--- config.mk ---
export PLATFORM = sky130hd
export DESIGN_NAME = mul_pipe
export DESIGN_NICKNAME = d
export VERILOG_FILES = /design/src/rtl/mul_pipe.sv
export SDC_FILE = /design/constraint.sdc
export NUM_CORES = 2
export LEC_CHECK = 0
export ABC_AREA = 1
export BUFFER_PORTS_ARGS = -buffer_cell sky130_fd_sc_hd__buf_2
export CAP_MARGIN = 5
export CORE_ASPECT_RATIO = 0.9
export CORE_MARGIN = 1.5
export CORE_UTILIZATION = 65
export DETAILED_ROUTE_END_ITERATION = 8
export PLACE_DENSITY = 0.82
export SLEW_MARGIN = 20
export SYNTH_ARGS = -nofsm -noshare
export SYNTH_HDL_FRONTEND = slang
export SYNTH_SLANG_ARGS = --single-unit
export TNS_END_PERCENT = 100
--- constraint.sdc ---
create_clock -name clk -period 9.7 [get_ports clk]
set_clock_uncertainty 0.15 [all_clocks]
set_input_delay 1.455 -clock clk [delete_from_list [all_inputs] [get_ports clk]]
set_output_delay 1.455 -clock clk [all_outputs]
set_load 0.05 [all_outputs]
--- src/rtl/mul_pipe.sv ---
// mul_pipe: pipelined MUL/MULH/MULHSU/MULHU (+MULW at XLEN=64); result after STAGES edges.
// StallM freezes every stage; FlushM (wins over StallM) kills all in-flight ops and the one presented.
module mul_pipe #(
  parameter int XLEN   = 32,
  parameter int STAGES = 2
) (
  input  logic            clk,
  input  logic            reset,
  input  logic            StallM,
  input  logic            FlushM,
  input  logic            ValidE,
  input  logic [XLEN-1:0] ForwardedSrcAE,
  input  logic [XLEN-1:0] ForwardedSrcBE,
  input  logic [2:0]      Funct3E,
  input  logic            WE,
  output logic            ValidOut,
  output logic [XLEN-1:0] MulResult
);

  localparam int PW  = 2 * XLEN;
  localparam int H   = XLEN / 2;
  localparam int PPW = XLEN + 2;

  if (!(XLEN == 32 || XLEN == 64)) begin : g_bad_xlen
    $error("mul_pipe: XLEN must be 32 or 64");
  end
  if (STAGES < 1 || STAGES > 4) begin : g_bad_stages
    $error("mul_pipe: STAGES must be in 1..4");
  end

  // Four addends whose modular sum is the low PW bits of the extended product.
  typedef struct packed {
    logic          vld;
    logic [2:0]    f3;
    logic          w;
    logic [PW-1:0] v0;
    logic [PW-1:0] v1;
    logic [PW-1:0] v2;
    logic [PW-1:0] v3;
  } stg_t;

  function automatic stg_t csa(input stg_t x);
    logic [PW-1:0] s1;
    logic [PW-1:0] c1;
    stg_t          y;
    y    = x;
    s1   = x.v0 ^ x.v1 ^ x.v2;
    c1   = ((x.v0 & x.v1) | (x.v0 & x.v2) | (x.v1 & x.v2)) << 1;
    y.v0 = s1 ^ c1 ^ x.v3;
    y.v1 = ((s1 & c1) | (s1 & x.v3) | (c1 & x.v3)) << 1;
    y.v2 = '0;
    y.v3 = '0;
    return y;
  endfunction

  function automatic logic [PW-1:0] total(input stg_t x);
    return x.v0 + x.v1 + x.v2 + x.v3;
  endfunction

  function automatic logic [XLEN-1:0] fmt(input logic [PW-1:0] p, input logic [2:0] f3,
                                          input logic w);
    if (f3 != 3'b000) return p[PW-1:XLEN];
    if (XLEN == 64 && w) return XLEN'($signed(p[31:0]));
    return p[XLEN-1:0];
  endfunction

  logic                  sa;
  logic                  sb;
  logic [XLEN:0]         ax;
  logic [XLEN:0]         bx;
  logic signed [H:0]     al;
  logic signed [H:0]     ah;
  logic signed [H:0]     bl;
  logic signed [H:0]     bh;
  logic signed [PPW-1:0] p_ll;
  logic signed [PPW-1:0] p_lh;
  logic signed [PPW-1:0] p_hl;
  logic signed [PPW-1:0] p_hh;
  stg_t                  in_s;

  // Low halves are always unsigned; the high halves carry the opcode's sign extension.
  always_comb begin
    sa        = (Funct3E == 3'b001) || (Funct3E == 3'b010);
    sb        = (Funct3E == 3'b001);
    ax        = {sa & ForwardedSrcAE[XLEN-1], ForwardedSrcAE};
    bx        = {sb & ForwardedSrcBE[XLEN-1], ForwardedSrcBE};
    al        = {1'b0, ax[H-1:0]};
    ah        = ax[XLEN:H];
    bl        = {1'b0, bx[H-1:0]};
    bh        = bx[XLEN:H];
    p_ll      = PPW'(al) * PPW'(bl);
    p_lh      = PPW'(al) * PPW'(bh);
    p_hl      = PPW'(ah) * PPW'(bl);
    p_hh      = PPW'(ah) * PPW'(bh);
    in_s.vld  = ValidE;
    in_s.f3   = Funct3E;
    in_s.w    = WE;
    in_s.v0   = PW'(p_ll);
    in_s.v1   = PW'(p_lh) << H;
    in_s.v2   = PW'(p_hl) << H;
    in_s.v3   = PW'(p_hh) << XLEN;
  end

  if (STAGES == 1) begin : g_one
    always_ff @(posedge clk) begin
      if (reset || FlushM) begin
        ValidOut  <= 1'b0;
        MulResult <= '0;
      end else if (!StallM) begin
        ValidOut  <= in_s.vld;
        MulResult <= fmt(total(in_s), in_s.f3, in_s.w);
      end
    end
  end else begin : g_multi
    stg_t st [STAGES-1];

    // st[0] holds partial products; later entries hold the carry-save pair.
    always_ff @(posedge clk) begin
      if (reset || FlushM) begin
        for (int i = 0; i < STAGES - 1; i++) st[i] <= '0;
        ValidOut  <= 1'b0;
        MulResult <= '0;
      end else if (!StallM) begin
        st[0] <= in_s;
        for (int i = 1; i < STAGES - 1; i++) st[i] <= csa(st[i-1]);
        ValidOut  <= st[STAGES-2].vld;
        MulResult <= fmt(total(st[STAGES-2]), st[STAGES-2].f3, st[STAGES-2].w);
      end
    end
  end

endmodule

# After elaboration in Yosys (flattened, before gate mapping)
# Memory sizes are Yosys's and may differ from the RTL's.
# Index checks and enable logic that the tools add are counted.
word_totals:
  output_inout_bits: 33
  mem_count: 1
  word_cells: 30
  inputBits: 73
  ff_bits: 33
  ramBits: 165
op_classes:
  n_eq_ne: 2
  reduce_logical: 4
  multipliers: 4
  addsub: 3
  n_bitwise: 2
  muxes: 12
memory_table:
  columns: ["name", "words", "word_bits", "read_ports", "rd_clocked_by_memory_dff", "write_ports", "line_no", "text"]
  rows:
  - ["g_multi.st", 1, 165, 1, 0, 1, "115", "stg_t st [STAGES-1];"]
ops:
  columns: ["cell", "n"]
  rows:
  - ["$add A64 B64 Y64", 3]
  - ["$mux W165", 1]
  - ["$reduce_or A165 Y1", 1]
  - ["$mul A17 B17 Y34", 2]
  - ["$mux W32", 2]
  - ["$mul A16 B16 Y32", 1]
  - ["$mul A17 B17 Y32", 1]
  - ["$mux W1", 9]
  - ["$eq A3 B1 Y1 const B", 1]
  - ["$eq A3 B2 Y1 const B", 1]
  - ["$reduce_bool A3 Y1", 1]
  - ["$and A1 B1 Y1", 2]
  - ["$logic_or A1 B1 Y1", 2]

# Longest topological paths before layout
# An unclocked memory read counts as a cell.
depth:
  depth_word: 6
  ltp_mapped: 30
  ltp_nobuf: 29

# Worst setup path before layout
# OpenSTA, ideal clock, no wires.
synth_path:
  path_kind: "input to register"
  startpoint: "in Funct3E[2]"
  endpoint: "mem g_multi.st[0][59] (netlist name), data pin"
  slack_ps: 2590
  required_ps: 9296
  setup_ps: 254
  arrival_time_ps: 6705
  path_stages: 23
  n_path_buf: 1
  cell_sequence: "nor2_1 -> nand2_1 -> nand2_2 -> clkbuf_1 -> nand2_1 -> fa_1 -> fa_1 -> inv_1 -> fa_1 -> fa_1 -> fa_1 -> inv_1 -> fa_1 -> inv_1 -> ha_1 -> nand2_1 -> nor2_1 -> inv_1 -> nor2_1 -> inv_1 -> o211ai_1 -> a21oi_1 -> o21a_1"
synth_via:
  elab_chain_cells: 5
  word_cells_on_any_way: 6
  cone_classes: "mul: 1; eq/ne: 2; mux: 1; bitwise: 1; reduce/logical: 1"
synth_rtl:
  columns: ["element", "line_no", "text"]
  rows:
  - ["start, declared", "14", "input logic [2:0] Funct3E,"]
  - ["$eq A3 B1 Y1 or $eq A3 B2 Y1 (tied branches)", "83", "sa = (Funct3E == 3'b001) || (Funct3E == 3'b010);"]
  - ["$logic_or A1 B1 Y1 *", "83", null]
  - ["$and A1 B1 Y1 *", "85", "ax = {sa & ForwardedSrcAE[XLEN-1], ForwardedSrcAE};"]
  - ["$mul A17 B17 Y34 *", "93", "p_hl = PPW'(ah) * PPW'(bl);"]
  - ["$mux W165 (no source line) *", null, null]
  - ["end, declared", "115", null]
# Every way passes the cells marked *; elsewhere a longest branch is shown, timed or not.

# Worst setup path after layout
layout_path:
  startpoint: "in Funct3E[1]"
  endpoint: "mem g_multi.st[0][24] (netlist name), data pin"
layout_via:
  elab_chain_cells: 5
  word_cells_on_any_way: 7
  cone_classes: "mul: 1; eq/ne: 2; mux: 1; bitwise: 2; reduce/logical: 1"
layout_rtl:
  columns: ["element", "line_no", "text"]
  rows:
  - ["$eq A3 B1 Y1 or $eq A3 B2 Y1 (tied branches)", "83, 84", null]
  - ["$logic_or A1 B1 Y1", "83", null]
  - ["$and A1 B1 Y1", "85", null]
  - ["$mul A17 B17 Y32 *", "94", "p_hh = PPW'(ah) * PPW'(bh);"]
  - ["$mux W165 (no source line) *", null, null]
# Marks and branches as above.

==> results.txt <==
Post-synthesis mux area share = 0
First-pass GRT wire length = 237000 µm
Core Box Area = 0.0792 mm²
Post-synth EDFFs = 136
Vias in the first global route = 44474
Asr flop ratio synth = 0
Tcrit/Tclk final = 0.811
Antenna Nets Post-Route = 0
TNS Setup = 0 ns
Crit path arrival time = 7.95 ns
Post-Synth Adder-Cell Area = 0.498
Setup crit end kind = flop
Slew @ Worst Pin = 1.12 ns
Clock sinks = 169
Gp weighted congestion = 1.00
Gr ovfl total = 0
Post-route cell area = 0.0536 mm²
Largest family of logic cells by synthesized area = adder cells
Critical path type = in2reg
Worst-skew pair later-pin latency = 0.50 ns
Hold Vio Cnt, Final = 0
Max Fclk = 127 MHz
Layout cell share with drive strength beyond 1 = 0.0370
Ys Warns = 0
Vias = 43159
Fin. max-slew vios = 0
Hold Crit Class = reg2reg
Cts repair resizes = 0
Ys flop type = edfxtp_1
Synth Area in Simple Gates = 0.183
Area growth, synth to finish = 3.23%
Antenna violations before repair = 6
Crit start category = input port
Total of max-cap violations = 0
Synth cell types = 48
Post-synthesis compound-gate area fraction = 0.0553
#FFs+latches synth = 169
Post-synthesis area per instance = 7.58 µm²
Post-Syn Instances = 6853
Gr usage total = 0.375
Port bufs = 104
DR vias/cell = 5.53
Xor and xnor fraction of the mapped netlist area = 0.00771
# setup viols final = 0
Wire per inst = 18.8 µm
Fillers = 6700
Fin util = 0.677
Status = finished, final reports clean
Initial Util = 0.655
Die Wd = 301 µm
TritonCTS Buffers = 17
Req. time, crit path = 9.78 ns
Die height = 271 µm
Total Routed Length = 146000 µm
Router iterations before antenna repair = 6
Detail Placement HPWL = 115000 µm
Crit Path Max Fanout = 6
Number of H-tree levels = 4
Largest net degree at the start of global routing = 81
Unrepaired setup endpoints after global routing = false
# nets final = 8268
Clk pin slew, worst setup/hold paths = 0.08 ns
Post-CTS setup buffers = 0
DP Area = 0.0530 mm²
Die Footprint = 0.0816 mm²
Synthesized Nets = 8385
Worst slew margin = 0.254
Hold_buf cts = 0
Root buf cell = clkbuf_16
Seq/Total Area, Yosys = 0.0914
Initial DRC count = 4420
Io pins = 106
Final min period = 7.87 ns
Longest Clk Path Bufs = 2
Mapped Area = 0.0519 mm²
CTS tree = done
DR DRC count = 0
FP Rows = 98
==> layout make-up <==
class,instances,area (µm²),share of cell area
clock inverter,15,196,0.00367
multi-input combinational,4408,38600,0.721
tap,1050,1310,0.0245
sequential,169,4740,0.0885
antenna,2,5.00,0.0000934
timing repair buffer,131,731,0.0136
inverter,2009,7550,0.141
clock buffer,17,425,0.00794
==> per-layer routing <==
metal,part of all wire,global-route usage
met4,0.040,0.132
met3,0.12,0.0786
met2,0.44,0.579
met5,0.00038,0
met1,0.41,0.528
==> state kept, by name, indices dropped and copies added, names as in the netlist <==
name	count
MulResult	32
ValidOut	1
g_multi.st	136
==> cell usage after synthesis (all sizes together) (2+ instances only) <==
| cell | number | area share |
|---|---|---|
| inv | 2007 | 0.15 |
| nand2 | 1835 | 0.13 |
| fa | 1012 | 0.39 |
| ha | 447 | 0.11 |
| nor2 | 318 | 0.024 |
| a21oi | 260 | 0.025 |
| clkbuf | 251 | 0.018 |
| o21ai | 154 | 0.015 |
| nand3 | 138 | 0.014 |
| edfxtp | 136 | 0.079 |
| nor3 | 36 | 0.0040 |
| o21a | 34 | 0.0049 |
| dfxtp | 33 | 0.013 |
| nand4 | 33 | 0.0040 |
| xnor2 | 25 | 0.0042 |
| a21o | 22 | 0.0032 |
| o21bai | 20 | 0.0029 |
| or2 | 19 | 0.0023 |
| xor2 | 19 | 0.0035 |
| buf | 16 | 0.0014 |
| o211ai | 9 | 0.0013 |
| a31oi | 6 | 0.00072 |
| nand3b | 5 | 0.00072 |
| a21boi | 4 | 0.00065 |
| nor4 | 3 | 0.00036 |
| a211oi | 2 | 0.00029 |
| and2 | 2 | 0.00024 |
| clkinv | 2 | 0.00014 |
==> kinds of logic after synthesis <==
group                      after synthesis
adders and majority gates             1459
AOI/OAI and AO/OA                      515
and+or+nand+nor                       2390
xor gates and xnor gates                44
buffers and inverters                 2276
DFF                                    169
==> cell usage in the layout (no fill, tap or decap), types with 3 or more instances in the layout <==
cell       Yosys  routed
a21oi_2        5       5
o21a_1        34      34
a21o_1        22      22
nand4_1       33      33
o21ai_0      141     141
nor2_1       300     298
nand3_1      133     133
buf_4          1      26
nand3b_1       5       5
inv_1       1994    1991
nand2_2       12      12
inv_6          0       4
a21oi_1      255     255
fa_1        1012    1012
inv_8          0       4
a21boi_0       3       3
o211ai_1       9       9
nor3_2         5       4
nor4_1         3       3
clkbuf_16      0      17
ha_1         447     447
o21bai_1      20      20
o21ai_2        5       5
xnor2_1       25      25
nor3_1        31      31
inv_2         13      15
clkinv_8       0       4
nand2_1     1823    1823
dfxtp_1       33      33
o21ai_1        8       8
or2_2         16      16
nor2_2        15      16
buf_2          7     104
edfxtp_1     136     136
a31oi_1        6       6
xor2_1        17      17
nand3_2        5       5
nor2_4         3       4
==> through the flow <==
step                cells  worst slack, ns  hold slack, ns
floorplan            6853             2.59           0.282
global placement     7766             1.62           0.282
detailed placement   7766             1.45           0.285
CTS                  7798             1.95           0.304
global route         7800             1.55           0.320
finish               7801             1.83           0.299
==> final timing paths <==
check | start | endpoint | slack (ns) | depth (start not counted)
min reg2reg | MulResult[25] | MulResult[25] | 0.30 | 2
max reg2reg | g_multi.st[0][33] | MulResult[17] | 6.03 | 16
max | Funct3E[1] | g_multi.st[0][24] | 1.83 | 23
min | MulResult[25] | MulResult[25] | 0.30 | 2
==> critical path, stage by stage <==
cell and delay, ns:
buf_2 0.14, nor2_1 0.14, nand2_1 0.19, nand2_2 0.12, nand2_1 0.11, inv_1 0.26, nand2_1 0.20, fa_1 0.77
inv_1 0.16, fa_1 0.53, fa_1 0.45, fa_1 0.47, fa_1 0.52, inv_1 0.06, fa_1 0.48, inv_1 0.04
ha_1 0.37, nand2_1 0.14, nor4_1 0.44, o21ai_0 0.18, nand3_1 0.17, o21ai_0 0.09, a21oi_1 0.45
Power is not shown: default switching activity piles up to over one toggle a cycle in this logic, so the estimate is an artifact.
